<file path="config.mk">
export PLATFORM = sky130hd
export DESIGN_NAME = cpu_bus_master
export DESIGN_NICKNAME = d
export VERILOG_FILES = /design/src/rtl/cpu_bus_master.sv
export SDC_FILE = /design/constraint.sdc
export NUM_CORES = 1
export LEC_CHECK = 0
export BUFFER_PORTS_ARGS = -buffer_cell sky130_fd_sc_hd__buf_2
export CORE_UTILIZATION = 46
export CTS_CLUSTER_SIZE = 25
export DETAILED_ROUTE_END_ITERATION = 10
export GPL_ROUTABILITY_DRIVEN = 0
export GPL_TIMING_DRIVEN = 1
export PLACE_DENSITY_LB_ADDON = 0.08
export SLEW_MARGIN = 20
export SYNTH_ARGS = -nofsm -noshare
export SYNTH_HDL_FRONTEND = slang
export SYNTH_SLANG_ARGS = --single-unit
</file>
<file path="constraint.sdc">
create_clock -name BUS_CLK -period 2.2 [get_ports BUS_CLK]
set_clock_uncertainty 0.15 [all_clocks]
set_input_delay 0.11 -clock BUS_CLK [delete_from_list [all_inputs] [get_ports BUS_CLK]]
set_output_delay 0.11 -clock BUS_CLK [all_outputs]
set_load 0.01 [all_outputs]
</file>
<file path="src/rtl/cpu_bus_master.sv">
// Timed bus master. Each accepted request becomes one SETUP/STROBE/HOLD cycle on the
// BRAM-style CPU bus. The bus is released to IDLE for at least one cycle between transactions.
module cpu_bus_master #(
    parameter int SETUP_CYCLES  = 1,
    parameter int STROBE_CYCLES = 3,
    parameter int HOLD_CYCLES   = 1
) (
    input  logic        BUS_CLK,
    input  logic        RST,
    input  logic        REQ_VALID,
    output logic        REQ_READY,
    input  logic        REQ_WRITE,
    input  logic [1:0]  REQ_SELECT,
    input  logic [13:0] REQ_ADDR,
    input  logic [15:0] REQ_WDATA,
    output logic        RSP_VALID,
    output logic [15:0] RSP_RDATA,
    output logic        EN,
    output logic        RD,
    output logic        WE,
    output logic        RDWR,
    output logic [1:0]  BRAM_SELECT,
    output logic [13:0] BRAM_ADDR,
    output logic [15:0] DATA_OUT,
    output logic        DATA_OE,
    input  logic [15:0] DATA_IN,
    output logic        BUSY
);

    if (SETUP_CYCLES < 1 || SETUP_CYCLES > 15) begin : g_bad_setup
        $error("SETUP_CYCLES must be in 1..15");
    end
    if (STROBE_CYCLES < 2 || STROBE_CYCLES > 15) begin : g_bad_strobe
        $error("STROBE_CYCLES must be in 2..15");
    end
    if (HOLD_CYCLES < 1 || HOLD_CYCLES > 15) begin : g_bad_hold
        $error("HOLD_CYCLES must be in 1..15");
    end

    typedef enum logic [1:0] {IDLE, SETUP, STROBE, HOLD} state_e;

    state_e      state_q, state_d;
    logic [3:0]  cnt_q, cnt_d;
    logic        live_q, live_d;   // keeps REQ_READY low until the first edge after reset
    logic        rdwr_q, rdwr_d;
    logic [1:0]  sel_q, sel_d;
    logic [13:0] addr_q, addr_d;
    logic [15:0] wdata_q, wdata_d;
    logic [15:0] rdata_q, rdata_d;
    logic        rsp_q, rsp_d;

    always_ff @(posedge BUS_CLK or posedge RST) begin
        if (RST) begin
            state_q <= IDLE;
            cnt_q   <= '0;
            live_q  <= 1'b0;
            rdwr_q  <= 1'b0;
            sel_q   <= '0;
            addr_q  <= '0;
            wdata_q <= '0;
            rdata_q <= '0;
            rsp_q   <= 1'b0;
        end else begin
            state_q <= state_d;
            cnt_q   <= cnt_d;
            live_q  <= live_d;
            rdwr_q  <= rdwr_d;
            sel_q   <= sel_d;
            addr_q  <= addr_d;
            wdata_q <= wdata_d;
            rdata_q <= rdata_d;
            rsp_q   <= rsp_d;
        end
    end

    always_comb begin
        state_d = state_q;
        cnt_d   = cnt_q;
        live_d  = 1'b1;
        rdwr_d  = rdwr_q;
        sel_d   = sel_q;
        addr_d  = addr_q;
        wdata_d = wdata_q;
        rdata_d = rdata_q;
        rsp_d   = 1'b0;
        case (state_q)
            IDLE: begin
                // Direction is only ever latched here, so RDWR cannot flip while EN is high.
                if (REQ_VALID && REQ_READY) begin
                    state_d = SETUP;
                    cnt_d   = 4'(SETUP_CYCLES - 1);
                    rdwr_d  = ~REQ_WRITE;
                    sel_d   = REQ_SELECT;
                    addr_d  = REQ_ADDR;
                    wdata_d = REQ_WDATA;
                end
            end
            SETUP: begin
                if (cnt_q == 4'd0) begin
                    state_d = STROBE;
                    cnt_d   = 4'(STROBE_CYCLES - 1);
                end else begin
                    cnt_d = cnt_q - 4'd1;
                end
            end
            STROBE: begin
                if (cnt_q == 4'd0) begin
                    state_d = HOLD;
                    cnt_d   = 4'(HOLD_CYCLES - 1);
                    if (rdwr_q) begin
                        rdata_d = DATA_IN;
                        rsp_d   = 1'b1;
                    end
                end else begin
                    cnt_d = cnt_q - 4'd1;
                end
            end
            HOLD: begin
                if (cnt_q == 4'd0) state_d = IDLE;
                else               cnt_d   = cnt_q - 4'd1;
            end
            default: state_d = IDLE;
        endcase
    end

    assign REQ_READY   = (state_q == IDLE) && live_q;
    assign EN          = (state_q != IDLE);
    assign BUSY        = EN;
    assign RD          = (state_q == STROBE) && rdwr_q;
    assign WE          = (state_q == STROBE) && !rdwr_q;
    assign RDWR        = rdwr_q;
    assign DATA_OE     = EN && !rdwr_q;
    assign BRAM_SELECT = sel_q;
    assign BRAM_ADDR   = addr_q;
    assign DATA_OUT    = wdata_q;
    assign RSP_RDATA   = rdata_q;
    assign RSP_VALID   = rsp_q;

endmodule

</file>
Word level (Yosys, flattened, before mapping)
Index checks and enable logic that the tools add are counted.
{ "word_totals": {"regBits": 57, "latchBits": 0, "ramBits": 0, "romBits": 0, "input_bits": 52, "output_inout_bits": 56, "word_cells": 45, "memories": 0} }
{ "classes": {"addsub": 1, "n_mul": 0, "div_mod_pow": 0, "order_cmp": 0, "eq_ne": 8, "shift": 0, "n_mux": 13, "bitwise_logic": 1, "reduce_logical": 13} }
{ "op_table": {"columns": ["operator", "n"], "rows": [
  ["$mux 4", 4],
  ["$pmux 4 s4", 1],
  ["$ne 2x2->1 const B", 5],
  ["$mux 2", 4],
  ["$pmux 2 s4", 1],
  ["$logic_and 1x1->1", 5],
  ["$eq 2x2->1 const B", 2],
  ["$logic_not 4->1", 1],
  ["$reduce_and 2->1", 2],
  ["$reduce_and 4->1", 1],
  ["$sub 4x1->4 const B", 1],
  ["$mux 1", 3],
  ["$reduce_and 3->1", 1],
  ["$eq 2x1->1 const B", 1],
  ["$logic_not 2->1", 1],
  ["$reduce_bool 2->1", 1],
  ["$logic_not 1->1", 1],
  ["$not 1->1", 1]
]} }

Longest topological paths before layout
{ "depth": {"ltp_word": 5, "ltp_mapped": 7} }

Worst setup path after synthesis
No wires, ideal clock.
{ "synth_path": {"kind": "reg2reg", "startpoint": "register cnt_q[0]", "endpoint": "register rdata_q[0], in the netlist RSP_RDATA[0]", "setup_time_ns": 0.125, "t_arrival_ns": 1.594, "t_required_ns": 1.925, "setup_slack_ns": 0.331, "path_stages_with_launch": 8, "path_buffers": 2, "period_less_slack_ns": 1.869, "cell_sequence": "dfrtp_1 inv_1 ha_1 nor3b_4 and2_1 buf_6 buf_12 mux2_4"} }
{ "synth_between": {"elab_chain_cells": 2} }
{ "synth_rtl": {"columns": ["item", "line", "source"], "rows": [
  ["from (decl)", "43", "logic [3:0] cnt_q, cnt_d;"],
  ["from (signal assigned)", "65", "cnt_q <= cnt_d;"],
  ["$logic_not 4->1", "107", "if (cnt_q == 4'd0) begin"],
  ["$reduce_and 3->1 (no source line)", null, null],
  ["to (signal assigned)", "71", "rdata_q <= rdata_d;"],
  ["to (decl)", "49", "logic [15:0] rdata_q, rdata_d;"]
]} }
Every way passes these cells.
A chain may end at the register's enable or synchronous reset.

Final worst setup path
{ "layout_path": {"startpoint": "register cnt_q[0]", "endpoint": "register rdata_q[12], in the netlist RSP_RDATA[12]"} }
Same word-level chain as after synthesis.

==> impl_metrics.ini <==
[synth]
ys_types = 27
yosysTopAreaCell = dfrtp_1
synthTopCellsByArea = dfrtp_1, mux2_2, mux2_4
async_flop_share_pct = 100
synth_cells = 155
synth_area_um2 = 2380
ys_warn_count = 0
syn-num-nets = 214
netlist.area_leader.share_pct = 59.8
synth_flop_cell = dfrtp_1
ys_ff_latch = 57
synth-edff-count = 0
synth.avg_cell_area_um2 = 15.4
seq_area_frac_synth_pct = 59.8

[die]
fp-row-count = 25
die_w_um = 74.0
coreArea_um2 = 4850
floorplan.initialDensity_pct = 49.2
die_y_um = 74.0
ios = 108
die_area_um2 = 5470

[final_layout]
final_cell_mix = buf_2, dfrtp_1, dlygate4sd3_1
fin_area_um2 = 3710
fillCellCount = 313
final_util_pct = 76.6
drive_above_1_share_pct = 55.2
diodes = 0
area_growth_pct = 55.7
nNetsFinal = 380
final_cells = 393
layout_commonest_cell = buf_2

[worst_setup_path]
crit_type = flip-flop to flip-flop
startpoint_type = flip-flop
arrival_ns = 2.03
crit_path_end_kind = flip-flop
r2r-start = cnt_q[0]
cp_max_fo = 17
crit_path_start = cnt_q[0]
cp_data_required_time_ns = 2.26

[hold_path]
hold_start = REQ_VALID
hold_path.class = input pin to flip-flop

[drt]
wl_per_cell_um = 13.8
via_count = 1833
first_pass_iters = 4
drt-vias-per-instance = 4.66
antenna_left = 0
drt-total-wl_um = 5410
drt_iter0_drc = 84
drc = 0

[power_and_ir_drop]
power_density_nw_per_um2 = 1310
p_sw_mw = 1.62
p_int_mw = 3.24
pwr-share-comb_pct = 43.2
p_sw_share_pct = 33.3
leakagePower_nw = 1.87
finalPower_mw = 4.86
ir_worst_vdd_v = 0.000732
clkPwrFrac_pct = 19.5
p_seq_share_pct = 37.3

[place]
dp.cells = 327
dp_hpwl_um = 3260
portBuffers = 107
placed_area_um2 = 3020
place_ws_ns = 0.224

[clock_network]
cts_buffer_depth = 2
clock_latency_ns = 0.32
cts_tree = done
clkTransAtPathRegs_ns = 0.06
cts-resized-gates = 0
cts_num_sinks = 57
numCtsBuffers = 9
root_buffer = clkbuf_8
h-tree-depth = 3

[global_routing]
grt_max_degree = 58
grt_pass1_wl_um = 8400
antenna_found_initial = 0
overflow = 0
first_global_vias = 1820
grt_use_total_pct = 20.7

[status]
status = complete, no violations

[sta]
finalHoldViolCount = 0
post-route-period-util_pct = 89.8
drv_slew = 0
setup_viol = 0
layout_min_cycle_time_ns = 1.98
rsz0062_at_grt = false
holdWs_ns = 0.214
worst_slack_ns = 0.225
fmaxAchievable_ghz = 0.506
tns_ns = 0

[flow_run]
max-cap-violations = 0
==> power by group through the flow <==
stage	Combinational (mW)	Clock, mW	Sequential [mW]
after floorplan	1.05	0	2.04
after global placement	1.99	0	1.81
after detailed placement	2.02	0	1.82
after CTS	2.10	0.972	1.80
after global routing	2.30	1.02	1.88
final	2.10	0.947	1.82
==> routing by layer <==
layer  track usage [%]  vias up  part of all wire [%]
met5                 0        -                     0
met4              7.69        0                   1.2
met3              6.91        8                   7.7
met2              35.5       74                    50
met1              24.1      876                    41
li1                  -      875                     -
==> cell type report <==
class	instances	area (um2)	area share, %
repair buffers	161	1100	29.7
multi-input cells	86	881	23.7
flip-flops and latches	57	1430	38.4
clock inverters	6	57.6	1.55
clock buffers	10	138	3.71
well taps	67	83.8	2.26
inverters	6	22.5	0.607
==> sequential cells by signal (all words and copies together), names as in the netlist <==
register and flops:
live_q 1, DATA_OUT 16, RSP_RDATA 16, cnt_q 4, RDWR 1, BRAM_SELECT 2, state_q 2, RSP_VALID 1
BRAM_ADDR 14
==> path summary, 6_finish.rpt <==
check                                 to  slack (ns)  cells past startpoint
max                        RSP_RDATA[12]        0.22                      6
max in group asynchronous  BRAM_ADDR[10]        1.41                      4
min in group asynchronous  RSP_RDATA[12]        0.24                      4
max reg2reg                RSP_RDATA[12]        0.22                      6
min reg2reg                 RSP_RDATA[9]        0.35                      1
min                             cnt_q[2]        0.21                      4
==> worst max-delay path: stages, from the launching register on <==
cell	delay, ns
dfrtp_1	0.41
inv_1	0.09
ha_1	0.16
nor3b_4	0.30
and2_1	0.22
buf_12	0.18
mux2_2	0.34
==> cells in the mapped netlist, types with 2 or more instances <==
cell type / count
nor2_1: 4
o21ai_0: 2
inv_1: 6
nor3_1: 3
buf_2: 3
mux2_2: 40
mux2i_1: 2
ha_1: 7
mux2_4: 9
and2_1: 3
a22o_1: 3
o31ai_1: 2
dfrtp_1: 57
==> kinds of logic (layout without fill, tap and decap cells) <==
| family | Yosys count | after routing | synth area share [%] |
|---|---|---|---|
| fa+ha+maj | 7 | 7 | 3.67 |
| mux | 51 | 51 | 25.4 |
| other cells | 1 | 1 | 0.157 |
| compound gates | 11 | 11 | 3.67 |
| buf+inv | 12 | 183 | 3.20 |
| flops | 57 | 57 | 59.8 |
| simple gates | 16 | 16 | 4.04 |
==> repair_timing <==
action	4_1_cts	5_1_grt
hold endpoints to repair	106	0
setup buffers	0	0
hold buffers	50	0
endpoints found under the setup margin	0	0
Power figures use the tool's default switching activity.
